--- config.mk ---
export PLATFORM = sky130hd
export DESIGN_NAME = wash_timer
export DESIGN_NICKNAME = d
export VERILOG_FILES = /design/src/rtl/wash_timer.sv
export SDC_FILE = /design/constraint.sdc
export NUM_CORES = 1
export LEC_CHECK = 0
export BUFFER_PORTS_ARGS = -buffer_cell sky130_fd_sc_hd__buf_2
export CAP_MARGIN = 10
export CORE_MARGIN = 1.5
export CORE_UTILIZATION = 55
export DETAILED_ROUTE_END_ITERATION = 12
export GPL_TIMING_DRIVEN = 0
export PLACE_DENSITY = 0.76
export SYNTH_ARGS = -nofsm -noshare
export SYNTH_HDL_FRONTEND = slang
export SYNTH_SLANG_ARGS = --single-unit
--- constraint.sdc ---
create_clock -name clk_fsm -period 4.3 [get_ports clk_fsm]
set_input_delay 0.645 -clock clk_fsm [delete_from_list [all_inputs] [get_ports clk_fsm]]
set_output_delay 0.645 -clock clk_fsm [all_outputs]
set_load 0.01 [all_outputs]
--- src/rtl/wash_timer.sv ---
// wash_timer: phase-duration timer for the washing-machine controller.
// Tracks the current wash phase, counts its programmed duration in minutes
// (TICKS_PER_MIN clk_fsm cycles each), and returns a one-cycle timer_finish
// pulse when the phase duration has elapsed.
// Optional feature macro: WASH_TIMER_PAUSE_EN adds a pause input that freezes
// counting (lid open). The default build has no pause port.
module wash_timer #(
  parameter int unsigned TICKS_PER_MIN = 3000,
  parameter int unsigned FILL_MIN      = 1,
  parameter int unsigned WASH_MIN      = 5,
  parameter int unsigned RINSE_MIN     = 2,
  parameter int unsigned SPIN_MIN      = 1
) (
  input  logic       clk_fsm,
  input  logic       rst_n,
  input  logic       state_time,
  input  logic       double_time,
  input  logic       wash_done,
`ifdef WASH_TIMER_PAUSE_EN
  input  logic       pause,
`endif
  output logic       timer_finish,
  output logic [2:0] phase,
  output logic [7:0] min_left,
  output logic       busy
);

  typedef enum logic [2:0] {
    PH_IDLE  = 3'd0,
    PH_FILL  = 3'd1,
    PH_WASH  = 3'd2,
    PH_RINSE = 3'd3,
    PH_SPIN  = 3'd4
  } phase_e;

  // Prescaler counts TICKS_PER_MIN-1 down to 0; TICKS_PER_MIN >= 2 keeps PW >= 1.
  localparam int unsigned    PW        = $clog2(TICKS_PER_MIN);
  localparam logic [PW-1:0]  PRESC_MAX = PW'(TICKS_PER_MIN - 1);

  // Phase durations are truncated to the 8-bit minute counter.
  localparam logic [7:0] FILL_DUR  = 8'(FILL_MIN);
  localparam logic [7:0] WASH_DUR  = 8'(WASH_MIN);
  localparam logic [7:0] RINSE_DUR = 8'(RINSE_MIN);
  localparam logic [7:0] SPIN_DUR  = 8'(SPIN_MIN);

  phase_e        phase_q;
  phase_e        phase_d;
  logic [7:0]    min_left_q;
  logic [7:0]    load_min_d;
  logic [PW-1:0] presc_q;
  logic          finish_q;
  logic          run_en;

`ifdef WASH_TIMER_PAUSE_EN
  assign run_en = ~pause;
`else
  assign run_en = 1'b1;
`endif

  // Phase a state_time strobe would advance to, and that phase's duration.
  always_comb begin
    // NOTE: every always_comb output gets a default first so no path can
    // leave it unassigned and infer a latch.
    phase_d    = phase_q;
    load_min_d = 8'd0;
    case (phase_q)
      PH_IDLE:  phase_d = PH_FILL;
      PH_FILL:  phase_d = PH_WASH;
      PH_WASH:  phase_d = PH_RINSE;
      PH_RINSE: phase_d = double_time ? PH_WASH : PH_SPIN;
      PH_SPIN:  phase_d = PH_SPIN;
      default:  phase_d = PH_IDLE;
    endcase
    case (phase_d)
      PH_FILL:  load_min_d = FILL_DUR;
      PH_WASH:  load_min_d = WASH_DUR;
      PH_RINSE: load_min_d = RINSE_DUR;
      PH_SPIN:  load_min_d = SPIN_DUR;
      default:  load_min_d = 8'd0;
    endcase
  end

  // Phase FSM, minute counter, prescaler and the registered finish pulse.
  always_ff @(posedge clk_fsm or negedge rst_n) begin
    if (!rst_n) begin
      phase_q    <= PH_IDLE;
      min_left_q <= 8'd0;
      presc_q    <= '0;
      finish_q   <= 1'b0;
    end else begin
      // NOTE: state uses non-blocking assignments so every register samples
      // pre-edge values, independent of statement order.
      finish_q <= 1'b0;
      if (wash_done) begin
        // Completion wins over a simultaneous load and never pulses finish.
        phase_q    <= PH_IDLE;
        min_left_q <= 8'd0;
        presc_q    <= '0;
      end else if (state_time) begin
        // Advance discards any pending count and starts a full first minute.
        phase_q    <= phase_d;
        min_left_q <= load_min_d;
        presc_q    <= PRESC_MAX;
      end else if (phase_q != PH_IDLE && min_left_q != 8'd0 && run_en) begin
        if (presc_q != '0) begin
          presc_q <= presc_q - PW'(1);
        end else begin
          presc_q    <= PRESC_MAX;
          min_left_q <= min_left_q - 8'd1;
          if (min_left_q == 8'd1) begin
            finish_q <= 1'b1;
          end
        end
      end
    end
  end

  assign timer_finish = finish_q;
  assign phase        = phase_q;
  assign min_left     = min_left_q;
  assign busy         = (phase_q != PH_IDLE);

endmodule

# [After elaboration in Yosys (flattened, before gate mapping)]
# Cells that the tools add are included.
[word_totals] wordCells=43 inputBits=5 register_bits=24 out_inout_bits=13
[classes] n_addsub=2 n_eq_ne=10 reduce_logical=9 muxes=18
[ops] cell="2-to-1 mux 12 bit" n=4
[ops] cell="2-to-1 mux 8 bit" n=4
[ops] cell="one-hot mux 3 bit (5 select lines)" n=1
[ops] cell="equality test 3 x 2 -> 1 bit, second input constant" n=4
[ops] cell="nonzero test 12 bit" n=1
[ops] cell="subtractor 12 x 1 -> 12 bit, second input constant" n=1
[ops] cell="2-to-1 mux 3 bit" n=3
[ops] cell="one-hot mux 3 bit (3 select lines)" n=1
[ops] cell="equality test 8 x 1 -> 1 bit, second input constant" n=1
[ops] cell="nonzero test 8 bit" n=1
[ops] cell="subtractor 8 x 1 -> 8 bit, second input constant" n=1
[ops] cell="equality test 3 x 1 -> 1 bit, second input constant" n=2
[ops] cell="equality test 3 bit, second input constant" n=2
[ops] cell="nonzero test 3 bit" n=2
[ops] cell="2-to-1 mux 1 bit" n=5
[ops] cell="zero test 3 bit" n=1
[ops] cell="inequality test 3 bit, second input constant" n=1
[ops] cell="AND reduction 2 bit" n=1
[ops] cell="nonzero test 2 bit" n=1
[ops] cell="OR reduction 2 bit" n=1
[ops] cell="logical AND 1 bit" n=1

# [Depth between registers and ports, before layout]
[depth] ltp_word=7 mapped_depth=8 depth_no_buf=6

# [Least setup slack after synthesis]
# No wires, ideal clock.
[synth_path] path_kind="reg-to-reg" startpoint="register presc_q[8]" endpoint="register min_left_q[4], in the netlist min_left[4]" synth_period_minus_slack_ns=2.306 path_stages_with_launch=6 path_buffers=1 arrival_time_ns=2.228 required_time_ns=4.222 setup_time_ns=0.078 path_slack_ns=1.994 path_cell_list="dfrtp_1 -> or4_4 -> or4_4 -> buf_6 -> or4_1 -> a21oi_1"
[synth_between] elab_chain_len=3
[synth_lines] item="from (decl)" line_no="50" text="logic [PW-1:0] presc_q;"
[synth_lines] item="from (signal assigned)" line_no="106" text="presc_q <= presc_q - PW'(1);"
[synth_lines] item="nonzero test 12 bit" line_no="105" text="if (presc_q != '0) begin"
[synth_lines] item="inequality test 3 bit (no line)"
[synth_lines] item="AND reduction 2 bit (no line)"
[synth_lines] item="to (signal assigned)" line_no="102" text="min_left_q <= load_min_d;"
[synth_lines] item="to (signal assigned)" line_no="109" text="min_left_q <= min_left_q - 8'd1;"
[synth_lines] item="to (decl)" line_no="48" text="logic [7:0] min_left_q;"
# No other way between the ends.
# A chain may end at the register's enable or synchronous reset.

# [Worst setup path after layout]
[layout_path] startpoint="register presc_q[6]" endpoint="register min_left_q[3], in the netlist min_left[3]"
# The elaborated chain is that of the path after synthesis.

==> results.md <==
* Status: complete, no violations
* Maximum count of clock buffers along a single path at 2
* Combined flip-flop and latch cell area at 601 um2
* Slew margin rel. at 0.457
* Yosys top cell by area: sky130_fd_sc_hd__dfrtp_1
* Per-cell routed wire length at 17.7 um
* Power density normalized to cell area at 281 nW/um2
* Final non-filler cell total at 223
* Largest fanout on the critical path at 10
* Required @ worst endpoint at 4.52 ns
* Area share of the largest cell type after synthesis at 0.388
* Count of cell types in the netlist at 50
* Post-CTS setup repair buffer count at 0
* Max-cap check violation count at 0
* Initial antenna violation count at 0
* Unrepaired setup endpoints after global routing: false
* Slowest CP cell: sky130_fd_sc_hd__nor4_2
* Type of element capturing the critical path: register
* Switching share of total power at 0.340
* Worst reg-to-reg path cell count at 5
* Setup TNS Final at 0 ns
* Maximum achievable frequency at 0.389 GHz
* Clock tree from TritonCTS: done
* Total clock sinks at 24
* CTS buffer count at 3
* DR iter-0 viols at 101
* Mapped Nets at 183
* Area of the die at 3140 um2
* Cell area after synthesis at 1550 um2
* Total instance count after detailed placement at 220
* Share of cells above drive strength 1 at 0.146
* Clock Root Buffer: sky130_fd_sc_hd__clkbuf_4
* Dominant delay contributor by cell family on the critical path: simple AND/OR/NAND/NOR gates
* Leading cell type in the layout, fill and taps excluded: sky130_fd_sc_hd__dfrtp_1
* Largest net degree at the start of global routing at 25
* Leading cell types by total area after synthesis: sky130_fd_sc_hd__dfrtp_1 39%, sky130_fd_sc_hd__nor4_1 4.9%, sky130_fd_sc_hd__ha_1 4.0%, sky130_fd_sc_hd__nor2_1 3.6%, sky130_fd_sc_hd__a21oi_1 2.9%
* Number of register bits inferred by synthesis at 24
* Leading cell types in the layout, fill and taps excluded: 24 x sky130_fd_sc_hd__dfrtp_1, 17 x sky130_fd_sc_hd__buf_2, 15 x sky130_fd_sc_hd__nor2_1
* P_int at 0.313 mW
* Arr. time, crit path at 2.80 ns
* Count of H-tree levels built during CTS at 1
* Synth async-reset ratio at 1.00
* Peak ir drop on the vdd network at 0.000180 V
* Type of origin of the critical path: register
* First-pass GRT wire length at 6780 um
* Post-Route Skew at 0.00205 ns
* Share of the core filled with cells at 0.623
* Startpoint of the worst register-to-register path: presc_q[6]$_DFFE_PN0P_
* Multi-input gate area at 858 um2
* Critical register-to-register path endpoint: min_left[3]$_DFFE_PN0P_
* Number of global-route vias before repair at 1460
* Final critical-path share of the clock period at 0.598
* Clock latency on the worst-skew pair at 0.32 ns
* Number of synthesized flops with an enable pin at 0
* Final min period at 2.57 ns
* Power share of the combinational group at 0.244
* Reg-to-reg slack, setup at 1.73 ns
* Instance count of the mapped netlist at 173
* Static Leak at 0.754 nW
* Delay of the slowest cell on the worst path at 0.71 ns
* Total of cells resized after clock tree synthesis at 0
* Final setup violation count at 0
* Detailed-route wire length at 3960 um
* Height of the die at 56.0 um
* Final RePlAce weighted congestion at 0.908
* Ordered cell list for the critical path: or4_1 > nor4_2 > buf_2 > a31oi_1 > a41o_1
* Count of inserted antenna diode cells at 0
* Part of the total power dissipated in sequential elements at 0.539
* Switching pwr at 0.162 mW
* Worst setup path class: register to register
* Row count at 19
* Post-synthesis sequential area ratio at 0.388
* Number of I/O port buffers at 16
* Worst hold-check path type: input port to asynchronous set/reset pin
* Part of the power in the clock network at 0.217
* Worst path buffer plus inverter count at 1
* Number of pins with negative max-slew slack in the final report at 0
* Total number of vias at 1537
* Gr ovfl total at 0
* Initial core utilization at 0.571
* Average size of a mapped cell at 8.94 um2
* Hold-fix buffer count after cts at 0
* Fill cell total of the finished layout at 247
* Half-perimeter wire length after detailed placement at 2840 um
* Post-detailed-route count of antenna-violating nets at 0
* Final hold vios at 0
* Most used flip-flop cell after synthesis: sky130_fd_sc_hd__dfrtp_1
* Floorplan die width at 56.0 um
* Standard cell core area at 2710 um2
* DRC Markers at 0
* Num ports at 18
* Number of nets in the layout at 204
* Vias per cell at 6.89
* Transition time at the pin with the least slew margin at 0.807 ns
* Hold Worst Slack at 0.295 ns
* Synth Warn # at 0
* Detailed-router iteration count before antenna repair at 4
* Total power at 0.475 mW
* Synthesis-to-layout area growth at 9.14%
* Clock transition time at the flip-flop clock pins of the worst setup and hold paths at 0.13 ns
* GRT Total Usage at 0.270
## metal layers
metal	global-route usage	part of all wire
met1	0.361	0.43
met3	0.0302	0.048
met5	0	0
met2	0.440	0.50
met4	0.119	0.015
## flip-flops by register name, summed over array words and instances (netlist names)
signal and count:
phase 3, presc_q 12, timer_finish 1, min_left 8
## stage by stage
stage | instance area, um2 | worst slack [ns]
5_1_grt | 1690 | 1.53
4_1_cts | 1690 | 1.74
3_3_place_gp | 1670 | 1.81
2_1_floorplan | 1550 | 1.99
6_report | 1690 | 1.73
3_5_place_dp | 1670 | 1.75
## synth_stat cells, types with 2 or more instances
cell type                   count
sky130_fd_sc_hd__nor3_1         8
sky130_fd_sc_hd__a31o_2         2
sky130_fd_sc_hd__a41o_1         2
sky130_fd_sc_hd__or3_1          4
sky130_fd_sc_hd__nand3_1        4
sky130_fd_sc_hd__o31ai_1        6
sky130_fd_sc_hd__ha_1           5
sky130_fd_sc_hd__nand2b_1       3
sky130_fd_sc_hd__nor3b_1        2
sky130_fd_sc_hd__nand2_1        8
sky130_fd_sc_hd__o21ai_0        3
sky130_fd_sc_hd__dfrtp_1       24
sky130_fd_sc_hd__a21oi_1        9
sky130_fd_sc_hd__clkbuf_1       9
sky130_fd_sc_hd__nand4_1        3
sky130_fd_sc_hd__a211oi_1       3
sky130_fd_sc_hd__inv_1          8
sky130_fd_sc_hd__o21a_1         2
sky130_fd_sc_hd__a2111oi_0      2
sky130_fd_sc_hd__or4_4          2
sky130_fd_sc_hd__o211ai_1       2
sky130_fd_sc_hd__mux2i_1        2
sky130_fd_sc_hd__or4_1          6
sky130_fd_sc_hd__and3_1         2
sky130_fd_sc_hd__a211o_1        2
sky130_fd_sc_hd__nor4_1        12
sky130_fd_sc_hd__nor2_1        15
## worst register-to-register path, stage by stage, from the launching register on
cell	delay, ns
sky130_fd_sc_hd__dfrtp_1	0.46
sky130_fd_sc_hd__or4_1	0.61
sky130_fd_sc_hd__nor4_2	0.71
sky130_fd_sc_hd__buf_2	0.37
sky130_fd_sc_hd__a31oi_1	0.11
sky130_fd_sc_hd__a41o_1	0.22
## how the worst max path moves through the flow
stage                           start                 endpoint  slack, ns  depth (start not counted)
6_report       presc_q[6]$_DFFE_PN0P_  min_left[3]$_DFFE_PN0P_       1.73                          5
3_3_place_gp   presc_q[6]$_DFFE_PN0P_  min_left[3]$_DFFE_PN0P_       1.81                          5
5_1_grt        presc_q[6]$_DFFE_PN0P_  min_left[1]$_DFFE_PN0P_       1.53                          5
4_1_cts        presc_q[6]$_DFFE_PN0P_  min_left[3]$_DFFE_PN0P_       1.74                          5
3_5_place_dp   presc_q[6]$_DFFE_PN0P_  min_left[3]$_DFFE_PN0P_       1.75                          5
2_1_floorplan  presc_q[8]$_DFFE_PN0P_  min_left[4]$_DFFE_PN0P_       1.99                          5
## power groups by stage
| stage | sequential (mW) | combinational (mW) | clock, mW |
|---|---|---|---|
| after floorplan | 0.256 | 0.0818 | 0 |
| after global placement | 0.259 | 0.112 | 0 |
| after detailed placement | 0.260 | 0.115 | 0 |
| after CTS | 0.255 | 0.115 | 0.105 |
| after global routing | 0.258 | 0.130 | 0.110 |
| final | 0.256 | 0.116 | 0.103 |
## cell families (layout without fill, tap and decap cells)
kind of cell	count (synthesis)	after routing	share of synthesized area
simple gates	76	76	0.286
compound gates	44	44	0.210
flops	24	24	0.388
buf+inv	21	40	0.0566
fa+ha+maj	5	5	0.0405
mux	2	2	0.0129
xor+xnor	1	1	0.00566
## area by class of cell
| class | count | share of cell area |
|---|---|---|
| multi-input combinational | 128 | 0.509 |
| sequential | 24 | 0.356 |
| timing repair buffer | 16 | 0.0474 |
| buffer | 12 | 0.0319 |
| tap | 31 | 0.0230 |
| inverter | 9 | 0.0200 |
| clock buffer | 3 | 0.0133 |
No activity file was read; power rests on OpenSTA's default activity.
